$ cat src/rtl/hex_2_ascii_streamer.sv
// Streams a captured binary word as ASCII hex characters, MS nibble first,
// optionally followed by CR LF, over a valid/ready byte handshake.
module hex_2_ascii_streamer #(
    parameter int NIBBLES     = 4,
    parameter bit UPPERCASE   = 1'b1,
    parameter bit APPEND_CRLF = 1'b1
) (
    input  logic                 clk,
    input  logic                 rst_n,
    input  logic [4*NIBBLES-1:0] value_i,
    input  logic                 start_i,
    output logic                 busy_o,
    output logic [7:0]           ascii_o,
    output logic                 ascii_valid_o,
    input  logic                 ascii_ready_i,
    output logic                 done_o
);

    localparam int W  = 4 * NIBBLES;
    localparam int CW = $clog2(NIBBLES + 1);
    localparam logic [CW-1:0] LAST_DIGIT = CW'(NIBBLES - 1);
    localparam logic [7:0] CHAR_CR = 8'h0D;
    localparam logic [7:0] CHAR_LF = 8'h0A;

    typedef enum logic [1:0] {
        IDLE,
        DIGIT,
        CR,
        LF
    } state_t;

    state_t        state_q, state_d;
    logic [W-1:0]  shreg_q, shreg_d;
    logic [CW-1:0] cnt_q, cnt_d;
    logic [7:0]    ascii_d;
    logic          valid_d, busy_d, done_d;
    logic          xfer;
    logic          finish;
    logic [W-1:0]  shifted;

    function automatic logic [7:0] encode(input logic [3:0] n);
        logic [7:0] n8;
        n8 = {4'h0, n};
        if (n < 4'd10) return 8'h30 + n8;
        return (UPPERCASE ? 8'h41 : 8'h61) + n8 - 8'd10;
    endfunction

    assign xfer    = ascii_valid_o && ascii_ready_i;
    assign shifted = shreg_q << 4;

    // NOTE: every signal written here gets a default first so no latch is inferred.
    always_comb begin
        state_d = state_q;
        shreg_d = shreg_q;
        cnt_d   = cnt_q;
        ascii_d = ascii_o;
        valid_d = ascii_valid_o;
        busy_d  = busy_o;
        done_d  = 1'b0;
        finish  = 1'b0;

        case (state_q)
            IDLE: begin
                if (start_i) begin
                    shreg_d = value_i;
                    cnt_d   = '0;
                    ascii_d = encode(value_i[W-1 -: 4]);
                    valid_d = 1'b1;
                    busy_d  = 1'b1;
                    state_d = DIGIT;
                end
            end
            DIGIT: begin
                if (xfer) begin
                    shreg_d = shifted;
                    cnt_d   = cnt_q + 1'b1;
                    if (cnt_q != LAST_DIGIT) begin
                        // Next digit is loaded on the same edge: no bubble.
                        ascii_d = encode(shifted[W-1 -: 4]);
                    end else if (APPEND_CRLF) begin
                        ascii_d = CHAR_CR;
                        state_d = CR;
                    end else begin
                        finish = 1'b1;
                    end
                end
            end
            CR: begin
                if (xfer) begin
                    ascii_d = CHAR_LF;
                    state_d = LF;
                end
            end
            LF: begin
                if (xfer) finish = 1'b1;
            end
            default: state_d = IDLE;
        endcase

        if (finish) begin
            state_d = IDLE;
            cnt_d   = '0;
            valid_d = 1'b0;
            busy_d  = 1'b0;
            done_d  = 1'b1;
        end
    end

    // NOTE: sequential state uses non-blocking assignments so all registers update together.
    always_ff @(posedge clk or negedge rst_n) begin
        if (!rst_n) begin
            state_q       <= IDLE;
            shreg_q       <= '0;
            cnt_q         <= '0;
            ascii_o       <= 8'h00;
            ascii_valid_o <= 1'b0;
            busy_o        <= 1'b0;
            done_o        <= 1'b0;
        end else begin
            state_q       <= state_d;
            shreg_q       <= shreg_d;
            cnt_q         <= cnt_d;
            ascii_o       <= ascii_d;
            ascii_valid_o <= valid_d;
            busy_o        <= busy_d;
            done_o        <= done_d;
        end
    end

endmodule

$ cat config.mk
export PLATFORM = sky130hd
export DESIGN_NAME = hex_2_ascii_streamer
export DESIGN_NICKNAME = d
export VERILOG_FILES = /design/src/rtl/hex_2_ascii_streamer.sv
export SDC_FILE = /design/constraint.sdc
export NUM_CORES = 1
export LEC_CHECK = 0
export BUFFER_PORTS_ARGS = -buffer_cell sky130_fd_sc_hd__buf_2
export CORE_MARGIN = 5
export CORE_UTILIZATION = 55
export CTS_CLUSTER_DIAMETER = 40
export CTS_CLUSTER_SIZE = 25
export DETAILED_ROUTE_END_ITERATION = 10
export GPL_ROUTABILITY_DRIVEN = 0
export PLACE_DENSITY = 0.86
export SETUP_SLACK_MARGIN = 0.2
export SLEW_MARGIN = 20
export SYNTH_ARGS = -nofsm -noshare
export SYNTH_HDL_FRONTEND = slang
export SYNTH_SLANG_ARGS = --single-unit
export TNS_END_PERCENT = 20
$ cat constraint.sdc
create_clock -name clk -period 4.5 [get_ports clk]
set_input_delay 0.225 -clock clk [delete_from_list [all_inputs] [get_ports clk]]
set_output_delay 0.225 -clock clk [all_outputs]
set_load 0.03 [all_outputs]
==> results of run 1 <==
-- cells in the final DEF, fill, tap and decap left out, types with 3 or more instances in the layout --
| cell type | Yosys | final |
|---|---|---|
| a21oi_1 | 17 | 17 |
| buf_2 | 4 | 29 |
| clkbuf_4 | 0 | 3 |
| dfrtp_1 | 26 | 26 |
| ha_1 | 10 | 10 |
| inv_1 | 17 | 17 |
| mux2i_1 | 8 | 8 |
| nand2_1 | 9 | 9 |
| nand3_1 | 10 | 10 |
| nor2_1 | 10 | 10 |
| nor3_1 | 3 | 3 |
| o21ai_0 | 13 | 13 |
-- metal layers --
| layer | track usage (%) | share of wire [%] | routed length, microns |
|---|---|---|---|
| met2 | 29.4 | 50 | 1670 |
| met5 | 0 | 0 | 0 |
| met1 | 21.1 | 42 | 1390 |
| met3 | 4.09 | 5.9 | 197 |
| met4 | 8.57 | 2.6 | 87 |
-- cells by family after synthesis --
logic type	share of synthesized area, %
multiplexers	5.13
buffers and inverters	8.01
AND/OR/NAND/NOR	14.7
adder cells (fa/ha/maj)	8.01
other	0.240
flip-flops	41.7
XOR/XNOR	1.12
AO/OA/AOI/OAI	21.1
-- final timing paths --
| check | endpoint | slack [ns] | startpoint |
|---|---|---|---|
| max in group asynchronous | ascii_o[0] | 3.71 | rst_n |
| setup / recovery | shreg_q[2] | 2.01 | state_q[1] |
| hold / removal | shreg_q[3] | 0.12 | value_i[3] |
| min in group asynchronous | ascii_o[3] | 0.41 | rst_n |
| setup reg to reg | shreg_q[2] | 2.01 | state_q[1] |
| hold reg to reg | ascii_o[0] | 0.49 | ascii_o[0] |
-- flip-flops by register name, indices dropped and copies added (netlist names) --
| signal | count |
|---|---|
| ascii_o | 7 |
| ascii_valid_o | 1 |
| cnt_q | 3 |
| done_o | 1 |
| shreg_q | 12 |
| state_q | 2 |
-- area by class of cell --
type / instances / area (sq um)
fillers: 228 / 987
multi-input cells: 116 / 786
flip-flops and latches: 26 / 651
repair buffers: 30 / 155
inverters: 17 / 63.8
well taps: 31 / 38.8
clock inverters: 1 / 30.0
clock buffers: 3 / 22.5
-- through the flow --
| step | cells | util [%] | worst slack, ns | hold slack [ns] |
|---|---|---|---|---|
| 2_1_floorplan | 168 | - | 2.66 | -0.0706 |
| 3_3_place_gp | 219 | 61.6 | 2.19 | 0.245 |
| 3_5_place_dp | 219 | 61.6 | 2.01 | 0.259 |
| 4_1_cts | 224 | 63.9 | 1.97 | 0.106 |
| 5_1_grt | 224 | 63.9 | 1.67 | 0.104 |
| 6_report | 224 | 63.9 | 2.01 | 0.121 |
-- critical path, cell delays in order (launching register included) --
cell and delay [ns]:
dfrtp_1 0.47, inv_1 0.13, ha_1 0.65, nand3_1 0.18, a21oi_2 0.72, nand3_1 0.15
o21ai_0 0.12
-- power by group through the flow --
stage	Clock [mW]	Combinational, mW	Sequential, mW
5_1_grt	0.177	0.0413	0.242
3_3_place_gp	0	0.0335	0.246
3_5_place_dp	0	0.0356	0.246
2_1_floorplan	0	0.0169	0.246
6_report	0.160	0.0362	0.242
4_1_cts	0.167	0.0365	0.242
==> impl_metrics.toml, run 1 <==
[synthesis]
netlist.area_leader.share_pct = 41.7
yosys_warnings = 0
yosys_most_used_dff = "dfrtp_1"
synth_edf_count = 0
number_of_distinct_library_cells_after_synthesis = 43
post-synth-top-count-cell = "dfrtp_1"
ys_ff_latch = 26
synthesis.area_sq_um = 1560
synth_nets = 198
ys_top_cells_by_count = "dfrtp_1, a21oi_1, inv_1, o21ai_0"
post-synth-top-area-cell = "dfrtp_1"
syn_avg_cell_area_sq_um = 9.29
post_synth_inst_count = 168
postSynth.asyncResetShare_pct = 100
ranking_of_synthesized_cells_by_area = "dfrtp_1, ha_1, a21oi_1"
synth_sequential_area_ratio_pct = 41.7

[min_path]
hold_path_depth = 3
hold_path.class = "input pin to flip-flop"

[detailed_routing]
detail_route.drc_violations = 0
detail-route-antenna-nets = 0
drt_iter0_markers = 39
vias_per_cell = 5.91
routed_wire_length_per_instance_microns = 14.9
routed-via-count = 1324
routed_wirelength_microns = 3340
drt_pass1_iterations = 4

[power_and_ir_drop]
ir_worst_vdd_uv = 184
combinationalPowerShare_pct = 8.3
clock_power_share_pct = 36.5
cellInternalPower_mw = 0.343
p_leak_nw = 0.807
switching_power_mw = 0.0940
power_frac_seq_pct = 55.2
netSwitchingFraction_pct = 21.5
post-layout-total-power_mw = 0.437
power_density_nw_per_um2 = 250

[critical_path]
cp_data_required_time_ns = 4.75
reg2regPathDepth = 6
cp_max_fo = 24
crit_path_end_kind = "flip-flop"
startpoint_type = "flip-flop"
crit_path_category = "flip-flop to flip-flop"
worstPathArrival_ns = 2.74

[placement]
place.port_buffers = 29
placement.cell_area_sq_um = 1680
dp.final_hpwl_microns = 2520

[cts]
post_cts_hold_buffer_count = 1
cts_root_buffer = "clkbuf_4"
cts.repair_timing.setup_buffer_count = 0
tritoncts = "yes"
clock_sink_count = 26
cts_made_buffers = 3
clk_transition_reported_paths_ns = 0.14
cts_repair_resize_count = 0
clock_insertion_delay_worst_skew_ns = 0.32
cts_buffer_depth = 2
cts_max_level = 1

[sta]
timing.final.crit_period_ns = 2.49
rsz0062_at_grt = "false"
timing.max_slew.rel_slack_pct = 44.6
fin_setup_tns_ns = 0
hold_viol_final = 0
max_slew.worst_pin.slew_ns = 0.831
final.period_utilization_pct = 55.4
timing.clock.skew_ns = 0.00308
maxSlewViolCount = 0
fmax_ghz = 0.401
finalSetupViolCount = 0

[grt]
grt_first_pass_wirelength_microns = 5820
grt_overflow_total = 0
grt_pass1_vias = 1330
grt_start_max_net_pins = 27
groute.usage.overall_pct = 17.6
antenna_found_initial = 0

[die]
die_height_microns = 63.3
pin_count = 31
dieArea_sq_um = 4000
dieWidth_microns = 63.3
initial_core_util_pct = 57.1
placeableCoreArea_sq_um = 2730
placementRows = 19

[run]
max_cap_viol_count = 0

[run_status]
run_status = "complete, no violations"

[final_layout]
design_area_sq_um = 1750
num_antenna_cells = 0
areaGrowthSynthToFinish_pct = 11.9
nNetsFinal = 224
proportion_of_layout_cells_with_a_drive_suffix_above_1_pct = 19.2
Power figures use the tool's default switching activity.
==> run 2: changes to the inputs <==
--- a/config.mk
+++ b/config.mk
@@ -7,12 +7,12 @@
 export LEC_CHECK = 0
 export BUFFER_PORTS_ARGS = -buffer_cell sky130_fd_sc_hd__buf_2
 export CORE_MARGIN = 5
-export CORE_UTILIZATION = 55
+export CORE_UTILIZATION = 54
 export CTS_CLUSTER_DIAMETER = 40
 export CTS_CLUSTER_SIZE = 25
 export DETAILED_ROUTE_END_ITERATION = 10
 export GPL_ROUTABILITY_DRIVEN = 0
-export PLACE_DENSITY = 0.86
+export PLACE_DENSITY = 0.84
 export SETUP_SLACK_MARGIN = 0.2
 export SLEW_MARGIN = 20
 export SYNTH_ARGS = -nofsm -noshare
==> constraint.sdc (replaced) <==
create_clock -name clk -period 2.4 [get_ports clk]
set_input_delay 0.12 -clock clk [delete_from_list [all_inputs] [get_ports clk]]
set_output_delay 0.12 -clock clk [all_outputs]
set_load 0.03 [all_outputs]
==> impl_metrics.toml, run 2 (synthesis gave the netlist of run 1 again) <==
[run_status]
run_status = "complete, no violations"

[critical_path]
cpPeakStageDelay_ns = 0.60
regToRegSetupSlack_ns = 0.36
cpMaxStageDelayCell = "a2111oi_0"
crit_path_end_kind = "flip-flop"
critPathMostFrequentCell = "inv_1"
timing.critical_path.depth = 6
crit_path_cell_trace = "inv_1 > ha_1 > inv_1 > a2111oi_0 > o22ai_1 > o21ai_0"
reg2regPathDepth = 6
worstPathArrival_ns = 2.29
cp_max_fo = 7
r2r-start = "state_q[1]"
startpoint_type = "flip-flop"
worstReg2RegEnd = "ascii_o[1]"
cp_top_family = "compound AO/OA/AOI/OAI gates"
cp_data_required_time_ns = 2.66
crit_path_category = "flip-flop to flip-flop"
buf_inv_on_cp = 2

[grt]
grt_overflow_total = 0
grt_first_pass_wirelength_microns = 5730
groute.usage.overall_pct = 17.3
grt_pass1_vias = 1323
antenna_found_initial = 0
grt_start_max_net_pins = 27

[sta]
finalSetupViolCount = 0
max_slew.worst_pin.slew_ns = 0.631
hold_ws_ns = 0.0250
fmax_ghz = 0.491
timing.max_slew.rel_slack_pct = 56.8
timing.clock.skew_ns = 0.00419
final.period_utilization_pct = 84.8
rsz0062_at_grt = "false"
hold_viol_final = 0
maxSlewViolCount = 0
fin_setup_tns_ns = 0
timing.final.crit_period_ns = 2.04

[final_layout]
num_antenna_cells = 0
largestRegisters = "shreg_q x12, ascii_o x7, cnt_q x3"
proportion_of_layout_cells_with_a_drive_suffix_above_1_pct = 20.5
mostFrequentLayoutCells = "buf_2, dfrtp_1, inv_1, a21oi_1, o21ai_0"
nNetsFinal = 226
final_common_cell = "buf_2"
max_ffs_per_register = 12
areaGrowthSynthToFinish_pct = 13.1
max_flop_register = "shreg_q"

[cts]
cts_buffer_depth = 2
cts_max_level = 1
clk_transition_reported_paths_ns = 0.14
cts.repair_timing.setup_buffer_count = 0
cts_made_buffers = 3
clock_sink_count = 26
tritoncts = "yes"
clock_insertion_delay_worst_skew_ns = 0.32
cts_root_buffer = "clkbuf_4"

[die]
initial_core_util_pct = 56.6
pin_count = 31
dieWidth_microns = 63.8
dieArea_sq_um = 4070
placeableCoreArea_sq_um = 2760
die_height_microns = 63.8
placementRows = 19

[power_and_ir_drop]
power_density_nw_per_um2 = 463
ir_worst_vdd_uv = 338
p_leak_nw = 0.818

[detailed_routing]
routed-via-count = 1309
drt_iter0_markers = 67
routed_wire_length_per_instance_microns = 14.5
vias_per_cell = 5.79
detail-route-antenna-nets = 0
routed_wirelength_microns = 3270
drt_pass1_iterations = 4
detail_route.drc_violations = 0

[min_path]
hold_path_depth = 3
hold_path.class = "input pin to flip-flop"
hold-path-endpoint = "shreg_q[1]"
worstHoldStart = "value_i[1]"

[placement]
place.port_buffers = 29
dp.final_hpwl_microns = 2390

[run]
max_cap_viol_count = 0
[run 2: worst max path at each step]
| stage | slack, ns | to | from |
|---|---|---|---|
| after floorplan | 0.56 | ascii_o[4] | state_q[0] |
| after global placement | 0.51 | ascii_o[1] | state_q[1] |
| after detailed placement | 0.41 | ascii_o[1] | state_q[1] |
| after CTS | 0.37 | ascii_o[1] | state_q[1] |
| after global routing | 0.21 | ascii_o[4] | state_q[0] |
| final | 0.36 | ascii_o[1] | state_q[1] |
[run 2: final cells by class]
cell class                      instances  area (sq um)
Fill cell                             224           991
Inverter                               17          63.8
Tap cell                               31          38.8
Sequential cell                        26           651
Multi-Input combinational cell        116           791
Timing Repair Buffer                   32           170
Clock buffer                            3          22.5
Clock inverter                          1          30.0
[run 2: metrics by stage]
stage / util (%) / cells / setup slack, ns / cell area [sq um] / power, mW
6_report: 64.1 / 226 / 0.365 / 1770 / 0.818
5_1_grt: 64.1 / 226 / 0.214 / 1770 / 0.859
4_1_cts: 63.9 / 226 / 0.374 / 1760 / 0.827
3_5_place_dp: 61.6 / 221 / 0.410 / 1700 / 0.527
3_3_place_gp: 61.6 / 221 / 0.508 / 1700 / 0.523
2_1_floorplan: - / 168 / 0.564 / 1560 / 0.492
[run 2: layer usage]
metal | wire length (microns) | track usage (%) | up-vias
li1 | - | - | 646
met1 | 1440 | 21.3 | 629
met2 | 1660 | 29.6 | 32
met3 | 150 | 2.98 | 2
met4 | 20 | 8.05 | 0
met5 | 0 | 0 | -
[run 2: where the power goes]
group | switching (mW) | internal, mW
combinational | 0.0379 | 0.0293
clock | 0.129 | 0.169
sequential | 0.00787 | 0.446
total | 0.174 | 0.644
[run 2: what timing repair did]
action	CTS	global route
endpoints found under the hold margin	26	0
hold buffers	1	0
endpoints found under the setup margin	0	1
gates resized for setup	0	1
[run 2: worst reg2reg max path, delay by kind of cell, from the launching register on]
family / cells / cell delay [ns]
compound gates: 3 / 0.90
buf+inv: 2 / 0.33
fa+ha+maj: 1 / 0.27
flops: 1 / 0.46
